<file path="src/rtl/decode_bypass_ctrl_if.sv">
// Decode-stage bypass bus: decode instruction fields, register file read data,
// per-stage bypass values, and the forwarded operands and stall coming back.
interface decode_bypass_ctrl_if #(
    parameter int DATA_W    = 32,
    parameter int RF_ADDR_W = 5,
    parameter int BP_DEPTH  = 3
);
    localparam int SRC_W = $clog2(BP_DEPTH + 1);

    logic                         stall_in;
    logic                         flush;
    logic                         dec_valid;
    logic [RF_ADDR_W-1:0]         dec_rd;
    logic                         dec_rd_we;
    logic                         dec_is_load;
    logic [RF_ADDR_W-1:0]         dec_ra;
    logic [RF_ADDR_W-1:0]         dec_rb;
    logic                         dec_ra_used;
    logic                         dec_rb_used;
    logic [DATA_W-1:0]            rf_ra_data;
    logic [DATA_W-1:0]            rf_rb_data;
    logic [BP_DEPTH*DATA_W-1:0]   stage_data;
    logic [DATA_W-1:0]            op_a;
    logic [DATA_W-1:0]            op_b;
    logic [SRC_W-1:0]             op_a_src;
    logic [SRC_W-1:0]             op_b_src;
    logic                         stall_decode;
    logic                         issue_valid;
    logic [15:0]                  hazard_cnt;

    modport master (
        output stall_in, flush, dec_valid, dec_rd, dec_rd_we, dec_is_load,
               dec_ra, dec_rb, dec_ra_used, dec_rb_used,
               rf_ra_data, rf_rb_data, stage_data,
        input  op_a, op_b, op_a_src, op_b_src, stall_decode, issue_valid, hazard_cnt
    );

    modport slave (
        input  stall_in, flush, dec_valid, dec_rd, dec_rd_we, dec_is_load,
               dec_ra, dec_rb, dec_ra_used, dec_rb_used,
               rf_ra_data, rf_rb_data, stage_data,
        output op_a, op_b, op_a_src, op_b_src, stall_decode, issue_valid, hazard_cnt
    );
endinterface

</file>
<file path="src/rtl/decode_bypass_ctrl.sv">
// Operand forwarding and load-use hazard control for decode. Tracks the
// destination of each in-flight downstream stage and picks the youngest match.
module decode_bypass_ctrl #(
    parameter int DATA_W    = 32,
    parameter int RF_ADDR_W = 5,
    parameter int BP_DEPTH  = 3,
    parameter int LOAD_LAT  = 1
) (
    input logic              clock,
    input logic              reset_c,
    decode_bypass_ctrl_if.slave bp
);
    localparam int SRC_W = $clog2(BP_DEPTH + 1);

    typedef struct packed {
        logic              haz;
        logic [SRC_W-1:0]  src;
        logic [DATA_W-1:0] op;
    } fwd_t;

    logic [BP_DEPTH-1:0]                r_vld;
    logic [BP_DEPTH-1:0]                r_we;
    logic [BP_DEPTH-1:0]                r_ld;
    logic [BP_DEPTH-1:0][RF_ADDR_W-1:0] r_rd;
    logic [15:0]                        r_hcnt;

    logic [BP_DEPTH*DATA_W-1:0] w_stage;
    fwd_t                       w_fa;
    fwd_t                       w_fb;
    logic                       w_stall;
    logic                       w_issue;

    // Scan oldest to youngest so the youngest match overwrites older ones.
    function automatic fwd_t resolve(
        input logic [RF_ADDR_W-1:0]              s,
        input logic                              used,
        input logic [DATA_W-1:0]                 rf,
        input logic [BP_DEPTH-1:0]               vld,
        input logic [BP_DEPTH-1:0]               we,
        input logic [BP_DEPTH-1:0]               ld,
        input logic [BP_DEPTH-1:0][RF_ADDR_W-1:0] rd,
        input logic [BP_DEPTH*DATA_W-1:0]        sd
    );
        fwd_t f;
        f.haz = 1'b0;
        f.src = '0;
        f.op  = rf;
        for (int k = BP_DEPTH - 1; k >= 0; k--) begin
            if (vld[k] && we[k] && (rd[k] == s) && (s != '0) && used) begin
                f.haz = ld[k] && (k < LOAD_LAT);
                f.src = SRC_W'(k + 1);
                f.op  = sd[k*DATA_W +: DATA_W];
            end
        end
        return f;
    endfunction

    assign w_stage = bp.stage_data;

    always_comb begin
        w_fa = resolve(bp.dec_ra, bp.dec_ra_used, bp.rf_ra_data, r_vld, r_we, r_ld, r_rd, w_stage);
        w_fb = resolve(bp.dec_rb, bp.dec_rb_used, bp.rf_rb_data, r_vld, r_we, r_ld, r_rd, w_stage);
    end

    assign w_stall = bp.dec_valid && !bp.flush && (w_fa.haz || w_fb.haz);
    assign w_issue = bp.dec_valid && !bp.flush && !w_stall && !bp.stall_in;

    assign bp.op_a         = w_fa.op;
    assign bp.op_b         = w_fb.op;
    assign bp.op_a_src     = w_fa.src;
    assign bp.op_b_src     = w_fb.src;
    assign bp.stall_decode = w_stall;
    assign bp.issue_valid  = w_issue;
    assign bp.hazard_cnt   = r_hcnt;

    // A stalled or flushed decode slot enters the pipe as a bubble via w_issue.
    always_ff @(posedge clock or negedge reset_c) begin
        if (!reset_c) begin
            r_vld  <= '0;
            r_we   <= '0;
            r_ld   <= '0;
            r_rd   <= '0;
            r_hcnt <= '0;
        end else if (!bp.stall_in) begin
            for (int k = BP_DEPTH - 1; k > 0; k--) begin
                r_vld[k] <= r_vld[k-1];
                r_we[k]  <= r_we[k-1];
                r_ld[k]  <= r_ld[k-1];
                r_rd[k]  <= r_rd[k-1];
            end
            r_vld[0] <= w_issue;
            r_we[0]  <= bp.dec_rd_we;
            r_ld[0]  <= bp.dec_is_load;
            r_rd[0]  <= bp.dec_rd;
            if (w_stall && (r_hcnt != 16'hFFFF))
                r_hcnt <= r_hcnt + 16'd1;
        end
    end
endmodule

</file>
<file path="src/flat_wrapper.sv">
// flat-port wrapper written by rule: the top's interface ports become plain ports
module decode_bypass_ctrl_flat 
#(
    parameter int DATA_W    = 32,
    parameter int RF_ADDR_W = 5,
    parameter int BP_DEPTH  = 3,
    parameter int LOAD_LAT  = 1
)
  (clock, reset_c, bp_stall_in, bp_flush, bp_dec_valid, bp_dec_rd, bp_dec_rd_we, bp_dec_is_load, bp_dec_ra, bp_dec_rb, bp_dec_ra_used, bp_dec_rb_used, bp_rf_ra_data, bp_rf_rb_data, bp_stage_data, bp_op_a, bp_op_b, bp_op_a_src, bp_op_b_src, bp_stall_decode, bp_issue_valid, bp_hazard_cnt);
  decode_bypass_ctrl_if #(.DATA_W(DATA_W), .RF_ADDR_W(RF_ADDR_W), .BP_DEPTH(BP_DEPTH)) bp_i ();
  input logic clock;
  input logic reset_c;
  input wire logic [$bits(bp_i.stall_in)-1:0] bp_stall_in;
  input wire logic [$bits(bp_i.flush)-1:0] bp_flush;
  input wire logic [$bits(bp_i.dec_valid)-1:0] bp_dec_valid;
  input wire logic [$bits(bp_i.dec_rd)-1:0] bp_dec_rd;
  input wire logic [$bits(bp_i.dec_rd_we)-1:0] bp_dec_rd_we;
  input wire logic [$bits(bp_i.dec_is_load)-1:0] bp_dec_is_load;
  input wire logic [$bits(bp_i.dec_ra)-1:0] bp_dec_ra;
  input wire logic [$bits(bp_i.dec_rb)-1:0] bp_dec_rb;
  input wire logic [$bits(bp_i.dec_ra_used)-1:0] bp_dec_ra_used;
  input wire logic [$bits(bp_i.dec_rb_used)-1:0] bp_dec_rb_used;
  input wire logic [$bits(bp_i.rf_ra_data)-1:0] bp_rf_ra_data;
  input wire logic [$bits(bp_i.rf_rb_data)-1:0] bp_rf_rb_data;
  input wire logic [$bits(bp_i.stage_data)-1:0] bp_stage_data;
  output wire logic [$bits(bp_i.op_a)-1:0] bp_op_a;
  output wire logic [$bits(bp_i.op_b)-1:0] bp_op_b;
  output wire logic [$bits(bp_i.op_a_src)-1:0] bp_op_a_src;
  output wire logic [$bits(bp_i.op_b_src)-1:0] bp_op_b_src;
  output wire logic [$bits(bp_i.stall_decode)-1:0] bp_stall_decode;
  output wire logic [$bits(bp_i.issue_valid)-1:0] bp_issue_valid;
  output wire logic [$bits(bp_i.hazard_cnt)-1:0] bp_hazard_cnt;
  assign bp_i.stall_in = bp_stall_in;
  assign bp_i.flush = bp_flush;
  assign bp_i.dec_valid = bp_dec_valid;
  assign bp_i.dec_rd = bp_dec_rd;
  assign bp_i.dec_rd_we = bp_dec_rd_we;
  assign bp_i.dec_is_load = bp_dec_is_load;
  assign bp_i.dec_ra = bp_dec_ra;
  assign bp_i.dec_rb = bp_dec_rb;
  assign bp_i.dec_ra_used = bp_dec_ra_used;
  assign bp_i.dec_rb_used = bp_dec_rb_used;
  assign bp_i.rf_ra_data = bp_rf_ra_data;
  assign bp_i.rf_rb_data = bp_rf_rb_data;
  assign bp_i.stage_data = bp_stage_data;
  assign bp_op_a = bp_i.op_a;
  assign bp_op_b = bp_i.op_b;
  assign bp_op_a_src = bp_i.op_a_src;
  assign bp_op_b_src = bp_i.op_b_src;
  assign bp_stall_decode = bp_i.stall_decode;
  assign bp_issue_valid = bp_i.issue_valid;
  assign bp_hazard_cnt = bp_i.hazard_cnt;
  decode_bypass_ctrl #(.DATA_W(DATA_W), .RF_ADDR_W(RF_ADDR_W), .BP_DEPTH(BP_DEPTH), .LOAD_LAT(LOAD_LAT)) u_core (.clock(clock), .reset_c(reset_c), .bp(bp_i));
endmodule
</file>
<file path="config.mk">
export PLATFORM = sky130hd
export DESIGN_NAME = decode_bypass_ctrl_flat
export DESIGN_NICKNAME = d
export VERILOG_FILES = /design/src/rtl/decode_bypass_ctrl_if.sv /design/src/rtl/decode_bypass_ctrl.sv /design/src/flat_wrapper.sv
export SDC_FILE = /design/constraint.sdc
export NUM_CORES = 1
export LEC_CHECK = 0
export ABC_AREA = 1
export CORE_MARGIN = 3
export CORE_UTILIZATION = 37
export DETAILED_ROUTE_END_ITERATION = 12
export PLACE_DENSITY = 0.84
export SETUP_SLACK_MARGIN = 0.4
export SLEW_MARGIN = 0
export SYNTH_ARGS = -nofsm -noshare
export SYNTH_HDL_FRONTEND = slang
export SYNTH_SLANG_ARGS = --single-unit
</file>
<file path="constraint.sdc">
create_clock -name clock -period 2.4 [get_ports clock]
set_input_delay 0.72 -clock clock [delete_from_list [all_inputs] [get_ports clock]]
set_output_delay 0.72 -clock clock [all_outputs]
set_load 0.005 [all_outputs]
</file>
==> flow_metrics.tcl, run 1 <==
set metrics [dict create \
    status "aborted with a tool error" \
    stop_stage "global routing (5_1_grt)" \
    tool.error "[ERROR GRT-0232] Routing congestion too high. Check the congestion heatmap in the GUI." \
    numClockSinks 38 \
    yosysMostFrequentCell "nand2_1" \
    synth-seq-cells 38 \
    grt_max_degree 39 \
    yosys-mux-area-fraction_pct 0 \
    initial_core_util_pct 38.2 \
    synthArstFlopShare_pct 100 \
    grt_worst_setup_endpoint "bp_op_a[30]" \
    rows 42 \
    hpwlAfterDp_mm 17.4 \
    endpoint_type "top-level output" \
    ys.flop_type "dfrtp_1" \
    clock_path_buffers 2 \
    avgSynthCellArea_um2 5.53 \
    synthAdderAreaFrac_pct 0.246 \
    track_usage_pct 63.3 \
    synth_compound_area_share_pct 2.68 \
    syn_area_mm2 0.00509 \
    synthSimpleGateAreaFrac_pct 62.2 \
    synth_edf_count 0 \
    cts_hold_buf 0 \
    die_h_um 123 \
    synth_area_leader_cell "nand2_1" \
    synthTopCellsByCount "nand2_1, nand3_1, nor2_1, inv_1, dfrtp_1" \
    cts_root_buffer "clkbuf_16" \
    yosysTopAreaCellShare_pct 22.8 \
    grt_overflow 33 \
    dieWidth_um 123 \
    pin_count 270 \
    synthCells 922 \
    place_inst 1372 \
    synth.distinct_cells 31 \
    synth.area.top_cells "nand2_1, dfrtp_1, nand3_1" \
    numCtsBuffers 5 \
    portBuffers 269 \
    synth_fp_nets 1107 \
    yosysWarnings 0 \
    synth_top_family_by_area "simple AND/OR/NAND/NOR gates" \
    place_congestion 0.925 \
    synth_xor_area_share_pct 4.99 \
    htreeDepth 2 \
    ys_seq_area_share_pct 18.7 \
]
-- per-stage QoR --
stage / setup WS, ns / instance area [um2] / utilization [%] / hold slack, ns
after global placement: -1.30 / 8410 / 63.0 / 0.462
after CTS: -0.481 / 10200 / 76.7 / 0.483
after detailed placement: -1.35 / 8410 / 63.0 / 0.470
after floorplan: 0.0000466 / 5270 / - / 0.424
-- what timing repair did --
item | CTS
pin swaps | 186
cloned | 27
resized for setup | 582
setup endpoints to repair | 89
buffers inserted | 41
-- per-layer routing --
| metal | GRT overflow | global-route usage (%) |
|---|---|---|
| met5 | 0 | 23.6 |
| met4 | 12 | 56.9 |
| met3 | 0 | 52.4 |
| met2 | 20 | 80.1 |
| met1 | 1 | 61.7 |
-- cells by family after synthesis --
kind of cell / count (synthesis)
flip-flops: 38
AO/OA/AOI/OAI: 26
AND/OR/NAND/NOR: 701
adder cells (fa/ha/maj): 1
buffers and inverters: 127
XOR/XNOR: 29
==> run 2, diff against run 1 <==
- CORE_UTILIZATION: 37 -> 35
- PLACE_DENSITY: 0.84 -> not set
- PLACE_DENSITY_LB_ADDON: not set -> 0.15
- SETUP_SLACK_MARGIN: 0.4 -> not set
- clock period: 2.4 -> 3.1 ns (I/O delays scaled with it)
==> run 2 against run 1 <==
Against the previous run: the flow now finishes, with violations (negative setup slack); area after synthesis did not move; synthesized cell count did not move.
==> flow_metrics.tcl, run 2 <==
set metrics [dict create \
    pwr-share-seq_pct 28.5 \
    synthCells 922 \
    largest_reg_flops 16 \
    place_congestion 0.956 \
    critPathMaxStageDelay_ns 0.16 \
    max-vdd-ir-drop_uv 444 \
    hpwlAfterDp_mm 17.6 \
    grt_pass1_wl_mm 43.5 \
    fin_nets 1496 \
    p_comb_share_pct 45.2 \
    pin_count 270 \
    ys.flop_type "dfrtp_1" \
    placed_area_mm2 0.00838 \
    wl_met3_mm 3.16 \
    report.final.slew_viol_count 0 \
    synth-seq-cells 38 \
    routed-wl-met2_mm 15.3 \
    die_h_um 127 \
    rows 43 \
    status "finished with violations" \
    critPathArrivalTime_ns 2.56 \
    finalCritPeriodShare_pct 113 \
    worstPathCellList "buf_8 > buf_6 > xnor2_4 > nand2_2 > nor2_2 > nand2_2 > buf_6 > buf_12 > buf_16 > nand3_1 > nand2_1 > nor2_1 > nor2_1 > buf_2" \
    insertion_delay_ns 0.29 \
    clkPwrFrac_pct 26.3 \
    grt_pass1_vias 8002 \
    numClockSinks 38 \
    switching_share_pct 33.6 \
    fin_area_mm2 0.0112 \
    crit_required_ns 2.17 \
    path_max_fanout 6 \
    relSlewSlack_pct 66.3 \
    finalHoldViolCount 0 \
    track_usage_pct 34.0 \
    cp-end-kind "primary output" \
    initial_core_util_pct 36.3 \
    synth.area.top_cells "nand2_1, dfrtp_1, nand3_1" \
    intPower_mw 1.35 \
    yosysMostFrequentCell "nand2_1" \
    max_cap_violations 0 \
    die_area_mm2 0.0160 \
    multiInputGateArea_mm2 0.00464 \
    path_class "primary input to primary output" \
    dieWidth_um 127 \
    portBuffers 269 \
    p_total_mw 2.03 \
    syn_to_final_growth_pct 119 \
    p_sw_mw 0.682 \
    grt_overflow 0 \
    antenna_left 0 \
    fin_ws_ns -0.395 \
    grt_max_degree 39 \
    post-route-drc-count 0 \
    drtIter0Drc 935 \
    cts_root_buffer "clkbuf_16" \
    layout-drive-gt1-share_pct 38.6 \
    layout.area.seq_um2 951 \
    timing.critical_path.buf_inv 6 \
    synthArstFlopShare_pct 100 \
    n_fill_cell 907 \
    yosysWarnings 0 \
    cts_tree "built" \
    yosysTopAreaCellShare_pct 22.8 \
    synth_edf_count 0 \
    core_area_mm2 0.0140 \
    violations "negative setup slack" \
    via_count 8389 \
    max_freq_mhz 286 \
    worst_pin_slew_ns 0.506 \
    avgViaCountPerCell 5.62 \
    dr.pass1.iters 8 \
    mostFrequentLayoutCell "nand2_1" \
    synth.distinct_cells 31 \
    synthTopCellsByCount "nand2_1, nand3_1, nor2_1, inv_1, dfrtp_1" \
    rsz0062_at_grt "yes" \
    avgSynthCellArea_um2 5.53 \
    slowest_stage "nand3_1" \
    power.density_mw_per_mm2 182 \
    drt_wl_total_mm 32.0 \
    synth_area_leader_cell "nand2_1" \
    wl_per_cell_um 21.4 \
    synth_fp_nets 1107 \
    finalSetupViolCount 70 \
    antenna_found_initial 5 \
    syn_area_mm2 0.00509 \
    clock_path_buffers 2 \
    cts.reportedPaths.clkPinSlew_ns 0.06 \
    power_leakage_nw 5.51 \
    crit_family "buffers and inverters" \
    hp-class "flop to flop" \
    htreeDepth 2 \
    skew_ns 0.00415 \
    mostFrequentLayoutCells "nand2_1, clkdlybuf4s50_1, nand3_1" \
    numCtsBuffers 5 \
    start_kind "primary input" \
    met1_length_mm 11.0 \
    ys_seq_area_share_pct 18.7 \
    highest-signal-layer "met5" \
    fin_crit_ns 3.49 \
]
## run 2: worst paths after layout
kind                       cells past startpoint                      end  slack, ns       startpoint
hold / removal                                 2          u_core.r_vld[2]       0.48  u_core.r_vld[2]
min in group asynchronous                      2  u_core.bp.hazard_cnt[7]       1.07          reset_c
setup / recovery                              14               bp_op_a[3]      -0.39     bp_dec_ra[0]
setup reg to reg                              13  u_core.bp.hazard_cnt[8]       0.96   u_core.r_rd[0]
max in group asynchronous                      2           u_core.r_rd[1]       1.67          reset_c
hold reg to reg                                2          u_core.r_vld[2]       0.48  u_core.r_vld[2]
## run 2: metrics by stage
step                      setup TNS, ns  utilization (%)  setup WS [ns]  cells  hold WS [ns]
after global routing             -23.94             79.5         -0.467   1494         0.532
after CTS                        -15.16             74.4         -0.331   1478         0.479
after detailed placement         -68.42             59.7          -1.09   1377         0.465
final                            -18.74             79.5         -0.395   1494         0.481
after floorplan                       0                -          0.235    922         0.446
after global placement           -68.38             59.7          -1.09   1377         0.461
## run 2: layer usage
metal | vias to the layer above | GRT usage, %
met4 | 6 | 17.1
li1 | 3706 | -
met5 | - | 0
met1 | 3834 | 39.7
met3 | 232 | 6.91
met2 | 611 | 59.1
## run 2: layout make-up
class | count | share of cell area, %
repair buffers | 437 | 43.7
multi-input cells | 757 | 41.6
flip-flops and latches | 38 | 8.52
inverters | 72 | 2.77
well taps | 180 | 2.02
clock buffers | 6 | 1.24
clock inverters | 2 | 0.112
diodes | 2 | 0.0448
## run 2: cells by family (layout without fill, tap and decap cells)
kind of cell	after synthesis	in the layout	share of synthesized area (%)
simple gates	701	701	62.2
buf+inv	127	517	11.2
flops	38	38	18.7
xor+xnor	29	29	4.99
compound gates	26	26	2.68
fa+ha+maj	1	1	0.246
other cells	0	2	0
## run 2: tightest hold or removal path: cells and delay by family (launching register included)
family / cells / cell delay, ns
flip-flops: 1 / 0.35
AND/OR/NAND/NOR: 2 / 0.10
## run 2: power groups by stage
stage | clock network [mW] | logic, mW | registers (mW)
after floorplan | 0 | 0.229 | 0.560
after global placement | 0 | 0.681 | 0.570
after detailed placement | 0 | 0.685 | 0.571
after CTS | 0.542 | 0.794 | 0.570
after global routing | 0.557 | 0.965 | 0.581
final | 0.534 | 0.918 | 0.578
## run 2: timing repair
item,CTS,global route
resized for setup,580,180
hold buffers,0,0
pin swaps,164,151
setup buffers,74,18
cloned,27,8
setup endpoints to repair,70,70
Note: power is estimated with default switching activity, not from simulation.
